## config.mk

```make
export PLATFORM = sky130hd
export DESIGN_NAME = wb_master_bridge
export DESIGN_NICKNAME = d
export VERILOG_FILES = /design/src/rtl/wb_master_bridge.sv
export SDC_FILE = /design/constraint.sdc
export NUM_CORES = 1
export LEC_CHECK = 0
export BUFFER_PORTS_ARGS = -buffer_cell sky130_fd_sc_hd__buf_4
export CAP_MARGIN = 20
export CORE_ASPECT_RATIO = 1.4
export CORE_MARGIN = 1
export CORE_UTILIZATION = 50
export CTS_CLUSTER_SIZE = 14
export DETAILED_ROUTE_END_ITERATION = 8
export GPL_TIMING_DRIVEN = 0
export PLACE_DENSITY = 0.87
export RECOVER_POWER = 50
export SYNTH_ARGS = -nofsm -noshare
export SYNTH_HDL_FRONTEND = slang
export SYNTH_SLANG_ARGS = --single-unit
```

## constraint.sdc

```tcl
create_clock -name clk_i -period 2.6 [get_ports clk_i]
set_clock_uncertainty 0.2 [all_clocks]
set_input_delay 0.39 -clock clk_i [delete_from_list [all_inputs] [get_ports clk_i]]
set_output_delay 0.39 -clock clk_i [all_outputs]
set_load 0.01 [all_outputs]
```

## src/rtl/wb_master_bridge.sv

```systemverilog
// wb_master_bridge: single-outstanding CPU-to-Wishbone classic master with timeout and a recovery cycle
module wb_master_bridge #(
  parameter int TIMEOUT = 255,
  parameter int CNT_W   = 8
) (
  input  logic        clk_i,
  input  logic        rst_n_i,
  input  logic        req_i,
  input  logic        we_i,
  input  logic [31:0] addr_i,
  input  logic [31:0] wdata_i,
  input  logic [3:0]  be_i,
  output logic        busy_o,
  output logic        done_o,
  output logic        err_o,
  output logic [31:0] rdata_o,
  output logic        cyc_o,
  output logic        stb_o,
  output logic [31:0] adr_o,
  output logic        we_o,
  output logic [3:0]  sel_o,
  output logic [31:0] dat_o,
  input  logic [31:0] dat_i,
  input  logic        ack_i
);
  typedef enum logic [1:0] {IDLE, BUS, RECOVER} state_t;
  state_t state_q;
  logic [CNT_W-1:0] cnt_q;
  logic cyc_q, busy_q, done_q, err_q, we_q;
  logic [31:0] adr_q, dat_q, rdata_q;
  logic [3:0] sel_q;
  always_ff @(posedge clk_i or negedge rst_n_i)
    if (!rst_n_i) begin
      state_q <= IDLE;
      cnt_q   <= '0;
      cyc_q   <= 1'b0;
      busy_q  <= 1'b0;
      done_q  <= 1'b0;
      err_q   <= 1'b0;
      we_q    <= 1'b0;
      adr_q   <= '0;
      dat_q   <= '0;
      sel_q   <= '0;
      rdata_q <= '0;
    end else begin
      done_q <= 1'b0;
      err_q  <= 1'b0;
      case (state_q)
        IDLE: if (req_i) begin
          adr_q   <= addr_i;
          we_q    <= we_i;
          sel_q   <= be_i;
          dat_q   <= wdata_i;
          cnt_q   <= '0;
          cyc_q   <= 1'b1;
          busy_q  <= 1'b1;
          state_q <= BUS;
        end
        BUS: if (ack_i) begin
          cyc_q   <= 1'b0;
          done_q  <= 1'b1;
          if (!we_q) rdata_q <= dat_i;
          state_q <= RECOVER;
        end else if (cnt_q == CNT_W'(TIMEOUT - 1)) begin
          cyc_q   <= 1'b0;
          done_q  <= 1'b1;
          err_q   <= 1'b1;
          state_q <= RECOVER;
        end else begin
          cnt_q <= cnt_q + 1'b1;
        end
        RECOVER: begin
          busy_q  <= 1'b0;
          state_q <= IDLE;
        end
        default: state_q <= IDLE;
      endcase
    end
  assign busy_o  = busy_q;
  assign done_o  = done_q;
  assign err_o   = err_q;
  assign rdata_o = rdata_q;
  assign cyc_o   = cyc_q;
  assign stb_o   = cyc_q;
  assign adr_o   = adr_q;
  assign we_o    = we_q;
  assign sel_o   = sel_q;
  assign dat_o   = dat_q;
endmodule

```

==> metrics.log, run 1 <==
INFO  metric outcome = finished, final reports clean
INFO  metric number_of_enable_type_register_cells_in_the_synthesized_netlist = 0
INFO  metric grt_setup_unrepaired = false
INFO  metric route.layer.met1.wl = 3.84 mm
INFO  metric place_worst_setup_slack = 672 ps
INFO  metric synthesis.area_per_instance = 16.1 sq um
INFO  metric postRouteWirelength = 11.1 mm
INFO  metric area.growth.synth_to_final = 42.3%
INFO  metric timing.rr.end = cnt_q[2]
INFO  metric drt_iter0_drc = 89
INFO  metric critical_path.startpoint_type = input port
INFO  metric synthDominantCellAreaShare = 0.642
INFO  metric floorplan.die_area = ~9400 sq um
INFO  metric combPwrFrac = 0.309
INFO  metric cts_clk_pin_slew_worst_paths = 50 ps
INFO  metric num_antenna_cells = 0
INFO  metric cts_made_buffers = 17
INFO  metric sw_frac_of_total = 0.315
INFO  metric start_util = 0.518
INFO  metric slew_headroom = 0.0906
INFO  metric layout.cells.most_common = sky130_fd_sc_hd__dfrtp_1
INFO  metric coreArea = 8660 sq um
INFO  metric power.static_leakage = 2.91 nW
INFO  metric chipHeight = 114 um
INFO  metric wire_per_inst = 17.7 um
INFO  metric ctsHoldBuffers = 2
INFO  metric gpl.final_weighted_congestion = 0.816
INFO  metric synth-async-reset-ratio = 1.00
INFO  metric fraction_of_final_layout_cells_with_drive_strength_greater_than_1 = 0.495
INFO  metric cts-root-buf = sky130_fd_sc_hd__clkbuf_16
INFO  metric holdCritPathClass = input port to flip-flop
INFO  metric maxUsedRoutingLayer = met4
INFO  metric finalSetupViolations = 0
INFO  metric worst_pin_slew = 1360 ps
INFO  metric yosysWarningCount = 0
INFO  metric cts.sink_count = between 100 and 150
INFO  metric number_of_antenna_violations_at_the_first_check_in_global_routing = 0
INFO  metric detailedPlacementHpwl = approximately 8.0 mm
INFO  metric crit_type = input port to async pin
INFO  metric fin_ws = 643 ps
INFO  metric critical_path_endpoint_category = async pin
INFO  metric fin_tns_setup = 0 ps
INFO  metric ff2ff_setup_slack = ~710 ps
INFO  metric worstHoldEndpoint = adr_o[11]
INFO  metric path_max_fanout = between 60 and 70
INFO  metric number_of_max_cap_violations = 0
INFO  metric min-delay-start = addr_i[11]
INFO  metric post_synth_instance_area = 4480 sq um
INFO  metric grt_pass1_vias = 3492
INFO  metric vias = 3162
INFO  metric r2r_cells = 7
INFO  metric grt_pass1_wl = 17.0 mm
INFO  metric post_drt_via_cell_ratio = between 5 and 6
INFO  metric yosys.cell_types.count = 33
INFO  metric grtUsageTotal = 0.251
INFO  metric tritoncts_clock_tree = built
INFO  metric post-cts-setup-buffers = 0
INFO  metric power.share.clock = 0.286
INFO  metric share_seq_of_total_power = 0.405
INFO  metric overflow = 0
INFO  metric min_delay_path_depth = 2
INFO  metric powerDensity = between 1000 and 1500 nW/um^2
INFO  metric hold_viol_final = 0
INFO  metric clk_path_buf_depth = 2
INFO  metric report.final.slew_viol_count = 0
INFO  metric synth.area.top_cells = sky130_fd_sc_hd__dfrtp_1 (64%), sky130_fd_sc_hd__mux2_2 (25%), sky130_fd_sc_hd__buf_6 (1.0%), sky130_fd_sc_hd__nor3b_4 (0.84%), sky130_fd_sc_hd__a21o_2 (0.78%)
INFO  metric nets = 617
INFO  metric drt_first_pass_iters = 4
INFO  metric met3RoutedLength = 805 um
INFO  metric peak_clock_frequency_supported_by_timing = 511 MHz
INFO  metric synthFlopType = sky130_fd_sc_hd__dfrtp_1
INFO  metric wl_met2 = about 6.2 mm
INFO  metric floorplan.rows = 40
INFO  metric critPathArrivalTime = 2310 ps
INFO  metric pin_count_of_the_biggest_net_entering_global_routing = 63
INFO  metric synth.ff_latch_count = 115
INFO  metric internal_power = 0.00503 W
INFO  metric fp.dieW = a little over 80 um
INFO  metric synth_cells = roughly 280
INFO  metric io_pins = 211
INFO  metric timing.final.crit_period = 1960 ps
INFO  metric io_buffer_count = 210
INFO  metric synth.net_count = approximately 390
INFO  metric antenna_viol_nets_final = 0
INFO  metric cts-resized-gates = 0
INFO  metric max_h_tree_level = 4
INFO  metric crit_required = around 3000 ps
INFO  metric ys_seq_area_frac = 0.642
INFO  metric p_switching = 0.00232 W
INFO  metric synth_area_leader_cell = sky130_fd_sc_hd__dfrtp_1
INFO  metric regToRegStartpoint = cnt_q[0]
INFO  metric clk_latency = 400 ps
INFO  metric remaining_drc_errors = 0
INFO  metric layout_worst_path_cycle_share = 0.753
INFO  metric most_frequent_cells_in_the_layout = sky130_fd_sc_hd__dfrtp_1 (115), sky130_fd_sc_hd__clkbuf_1 (109), sky130_fd_sc_hd__buf_4 (105)
INFO  metric ir_drop = roughly 0.62 mV
INFO  metric layout.filler_cells = 638
final cells by class:
class / count / area (sq um) / share of cell area
sequential: 115 / 2880 / 0.451
multi-input combinational: 146 / 1500 / 0.235
timing repair buffer: 213 / 1230 / 0.192
clock buffer: 24 / 482 / 0.0755
tap: 105 / 131 / 0.0206
buffer: 12 / 87.6 / 0.0137
clock inverter: 6 / 55.1 / 0.00863
inverter: 5 / 18.8 / 0.00294
Yosys cell counts (2+ instances only):
cell and count:
sky130_fd_sc_hd__ha_1 2, sky130_fd_sc_hd__or3_1 2, sky130_fd_sc_hd__nor2_1 2, sky130_fd_sc_hd__nor4_1 2, sky130_fd_sc_hd__a21oi_1 7, sky130_fd_sc_hd__inv_1 4
sky130_fd_sc_hd__a21o_2 4, sky130_fd_sc_hd__nor3b_4 2, sky130_fd_sc_hd__dfrtp_1 115, sky130_fd_sc_hd__buf_2 7, sky130_fd_sc_hd__mux2_2 101, sky130_fd_sc_hd__nand2_1 2
sky130_fd_sc_hd__nand3_1 3, sky130_fd_sc_hd__o21ai_0 3, sky130_fd_sc_hd__buf_6 4
per-layer routing:
metal  GRT usage  vias up
met1       0.256     1546
li1            -     1448
met2       0.448      150
met5           0        -
met3      0.0824       18
met4       0.118        0
per-stage QoR:
step / power (W) / instance area (sq um) / util / hold WS [ps] / instances
final: 0.00735 / 6380 / 0.737 / 21.6 / 626
after global routing: 0.00776 / 6380 / 0.737 / 6.58 / 626
after CTS: 0.00805 / 6770 / 0.782 / 3.27 / 626
after detailed placement: 0.00587 / 6220 / 0.718 / 280 / 594
after global placement: 0.00572 / 6190 / 0.715 / 289 / 593
after floorplan: 0.00426 / 4480 / - / -106 / 278
state kept, by name, indices dropped and copies added, names as in the netlist:
name and cells:
err_o 1, cyc_o 1, dat_o 32, adr_o 32, rdata_o 32, state_q 2, we_o 1, busy_o 1
cnt_q 8, sel_o 4, done_o 1
critical path: stages:
cell	delay [ps]
sky130_fd_sc_hd__dlygate4sd3_1	520
sky130_fd_sc_hd__clkbuf_2	990
sky130_fd_sc_hd__buf_16	360
worst max-delay path by stage:
| stage | cells past startpoint | start | to | slack, ps |
|---|---|---|---|---|
| after floorplan | 4 | state_q[1] | rdata_o[10] | 890 |
| after global placement | 5 | req_i | adr_o[31] | 730 |
| after detailed placement | 5 | req_i | adr_o[21] | 670 |
| after CTS | 4 | state_q[1] | adr_o[31] | 680 |
| after global routing | 3 | rst_n_i | dat_o[17] | 370 |
| final | 3 | rst_n_i | adr_o[3] | 640 |
cell families after synthesis:
| group | count (synthesis) | share of synthesized area |
|---|---|---|
| DFF | 115 | 0.642 |
| muxes | 102 | 0.256 |
| and+or+nand+nor | 22 | 0.0408 |
| AOI/OAI and AO/OA | 19 | 0.0299 |
| buffers and inverters | 17 | 0.0237 |
| adders and majority gates | 2 | 0.00558 |
| xor gates and xnor gates | 1 | 0.00195 |
power groups by stage:
| stage | Combinational (W) | Clock [W] | Sequential (W) |
|---|---|---|---|
| after floorplan | 0.000955 | 0 | 0.00331 |
| after global placement | 0.00277 | 0 | 0.00295 |
| after detailed placement | 0.00287 | 0 | 0.00301 |
| after CTS | 0.00290 | 0.00215 | 0.00301 |
| after global routing | 0.00246 | 0.00222 | 0.00308 |
| final | 0.00227 | 0.00210 | 0.00298 |
Power figures use the tool's default switching activity.
==> run 2, diff against run 1 <==
CORE_UTILIZATION = 42   (was 50)
PLACE_DENSITY = 0.78   (was 0.87)
clock period = 1.7 ns   (was 2.6 ns; I/O delays follow)
==> run 2 against run 1 <==
  * Critical path depth up 4
  * Non-clock buffer count up 132
  * Wire length up 57%
  * Die area up 19%
  * Largest power group is now combinational cells
  * The flow now finishes with violations (negative hold slack, negative setup slack)
  * Sequential cell count unchanged
==> metrics.log, run 2 (synthesized netlist as in run 1, its figures left out) <==
INFO  metric cts_clk_pin_slew_worst_paths = 50 ps (about the same)
INFO  metric powerDensity = 1660 nW/um^2 (+44%)
INFO  metric ir_drop = 1.04 mV (+68%)
INFO  metric placed_area = 6260 sq um (+0.66%)
INFO  metric power.share.clock = 0.252 (-0.034)
INFO  metric critPathMaxStageDelay = 420 ps (-570 ps)
INFO  metric grt_pass1_wl = 21.0 mm (+24%)
INFO  metric hold_viol_final = 2 (+2)
INFO  metric detailedPlacementHpwl = 7.33 mm (-7.8%)
INFO  metric cts_made_buffers = 17 (unchanged)
INFO  metric layout.cells.most_common = sky130_fd_sc_hd__buf_4
INFO  metric floorplan.rows = 44 (+10%)
INFO  metric outcome = complete, but fails checks
INFO  metric critical_path_endpoint_category = flip-flop
INFO  metric internal_power = 0.0102 W (+100%)
INFO  metric cts-root-buf = sky130_fd_sc_hd__clkbuf_16
INFO  metric nets = 749 (+21%)
INFO  metric ctsHoldBuffers = 104 (+102)
INFO  metric final_util = 0.855 (+0.118)
INFO  metric holdCritPathClass = input port to flip-flop
INFO  metric critical_path.slowest_cell = sky130_fd_sc_hd__dfrtp_1
INFO  metric drt_first_pass_iters = 4 (unchanged)
INFO  metric coreArea = 10300 sq um (+20%)
INFO  metric tritoncts_clock_tree = built
INFO  metric num_antenna_cells = 0 (unchanged)
INFO  metric grt_pass1_vias = 4267 (+22%)
INFO  metric p_total = 0.0147 W (+100%)
INFO  metric fin_ws = -173 ps (-816 ps)
INFO  metric cp_cell_sequence = inv_1 -> ha_2 -> nand3_4 -> o21ai_4 -> nor2b_4 -> inv_2 -> mux2i_1
INFO  metric p_switching = 0.00448 W (+93%)
INFO  metric postRouteWirelength = 17.5 mm (+57%)
INFO  metric critPathArrivalTime = 1980 ps (-330 ps)
INFO  metric drt_iter0_drc = 231 (+160%)
INFO  metric wire_per_inst = 22.1 um (+24%)
INFO  metric path_max_fanout = 6 (-90%)
INFO  metric number_of_max_cap_violations = 0 (unchanged)
INFO  metric io_buffer_count = 210 (unchanged)
INFO  metric layout_worst_path_cycle_share = 1.10
INFO  metric grtUsageTotal = 0.257 (+0.00580)
INFO  metric failed_checks = negative hold slack, negative setup slack
INFO  metric worst_pin_slew = 731 ps (-633 ps)
INFO  metric fraction_of_final_layout_cells_with_drive_strength_greater_than_1 = 0.621 (+0.126)
INFO  metric slew_headroom = 0.513 (+0.422)
INFO  metric final_design_area_no_fill = 8850 sq um (+39%)
INFO  metric overflow = 0 (unchanged)
INFO  metric timing.final.crit_period = 1870 ps
INFO  metric cts.sink_count = 115 (unchanged)
INFO  metric sw_frac_of_total = 0.305 (-0.0103)
INFO  metric clk_path_buf_depth = 2 (unchanged)
INFO  metric power.static_leakage = 4.33 nW (+49%)
INFO  metric io_pins = 211 (unchanged)
INFO  metric combPwrFrac = 0.422 (+0.113)
INFO  metric start_util = 0.433 (-0.0846)
INFO  metric share_seq_of_total_power = 0.326 (-0.079)
INFO  metric fp.dieW = 89.3 um (+8.9%)
INFO  metric crit_type = flip-flop to flip-flop
INFO  metric place_worst_setup_slack = -163 ps (-835 ps)
INFO  metric report.final.slew_viol_count = 0 (unchanged)
INFO  metric hold_slack = -7.08 ps (-28.7 ps)
INFO  metric vias = 4042 (+28%)
INFO  metric clk_latency = 410 ps (about the same)
INFO  metric floorplan.die_area = 11100 sq um (+19%)
INFO  metric crit_required = 1810 ps (-1150 ps)
INFO  metric gpl.final_weighted_congestion = 0.770 (-5.7%)
INFO  metric cell_count_post_placement = 627 (+5.6%)
INFO  metric post_drt_via_cell_ratio = 5.10 (+1.0%)
INFO  metric peak_clock_frequency_supported_by_timing = 534 MHz
INFO  metric area.growth.synth_to_final = 97.4%
INFO  metric chipHeight = 124 um (+9.0%)
INFO  metric remaining_drc_errors = 0 (unchanged)
INFO  metric layout.filler_cells = 438 (-31%)
INFO  metric finalSetupViolations = 82 (+82)
INFO  metric max_h_tree_level = 4 (unchanged)
INFO  metric most_frequent_cells_in_the_layout = sky130_fd_sc_hd__buf_4 (228), sky130_fd_sc_hd__dfrtp_1 (113), sky130_fd_sc_hd__dlygate4sd3_1 (104)
INFO  metric critical_path.startpoint_type = flip-flop
INFO  metric number_of_antenna_violations_at_the_first_check_in_global_routing = 0 (unchanged)
INFO  metric antenna_viol_nets_final = 0 (unchanged)
INFO  metric pin_count_of_the_biggest_net_entering_global_routing = 62 (-1.6%)
INFO  metric finish.cell_count_without_fillers = 792 (+27%)
INFO  metric grt_setup_unrepaired = true
==> run 2: final timing paths <==
path                       slack, ps      start  cells after the start           to
setup / recovery                -170   cnt_q[0]                      7     cnt_q[0]
hold / removal                    -7      ack_i                      3       done_o
setup reg to reg                -170   cnt_q[0]                      7     cnt_q[0]
hold reg to reg                  310  adr_o[17]                      1    adr_o[17]
max in group asynchronous        290    rst_n_i                      3    adr_o[20]
min in group asynchronous        250    rst_n_i                      2  rdata_o[22]
==> run 2: critical path, delay by kind of cell (launching register included) <==
family | cells | cell delay (ps)
adders and majority gates | 1 | 190
buffers and inverters | 2 | 190
and+or+nand+nor | 2 | 340
DFF | 1 | 420
muxes | 1 | 200
AOI/OAI and AO/OA | 1 | 210
==> run 2: repair_timing <==
| action | in CTS | in global routing |
|---|---|---|
| hold endpoints to repair | 157 | 2 |
| pin swaps | 4 | 2 |
| resized for setup | 26 | 125 |
| setup endpoints to repair | 107 | 109 |
| gates cloned | 1 | 8 |
| setup buffers | 11 | 10 |
==> run 2: layer usage <==
layer / GRT usage / part of all wire / vias to the layer above / routed length (um)
li1: - / - / 1715 / -
met3: 0.0598 / 0.066 / 76 / 1150
met5: 0 / 0 / - / 0
met2: 0.467 / 0.54 / 230 / 9370
met4: 0.134 / 0.053 / 0 / 934
met1: 0.262 / 0.34 / 2021 / 6030
==> run 2: area by class of cell <==
cell class                      instances  area (sq um)  area share
Multi-Input combinational cell        146          1920       0.217
Sequential cell                       115          2880       0.326
Tap cell                              138           173      0.0195
Buffer                                 12           203      0.0229
Clock inverter                          9           128      0.0144
Timing Repair Buffer                  345          3040       0.343
Clock buffer                           22           484      0.0547
Inverter                                5          18.8     0.00212
==> run 2: power by group through the flow <==
stage               registers, W  clock network [W]  logic (W)
global route             0.00489            0.00385    0.00652
finish                   0.00479            0.00370    0.00621
detailed placement       0.00458                  0    0.00436
global placement         0.00452                  0    0.00425
CTS                      0.00456            0.00368    0.00478
floorplan                0.00506                  0    0.00146
==> run 2: per-stage QoR <==
step                      TNS, ps  hold slack [ps]
after floorplan              -173             -241
after detailed placement   -14600              153
final                       -3780            -7.08
after global placement     -14770              268
after CTS                   -3030             7.88
after global routing        -7650            -11.5
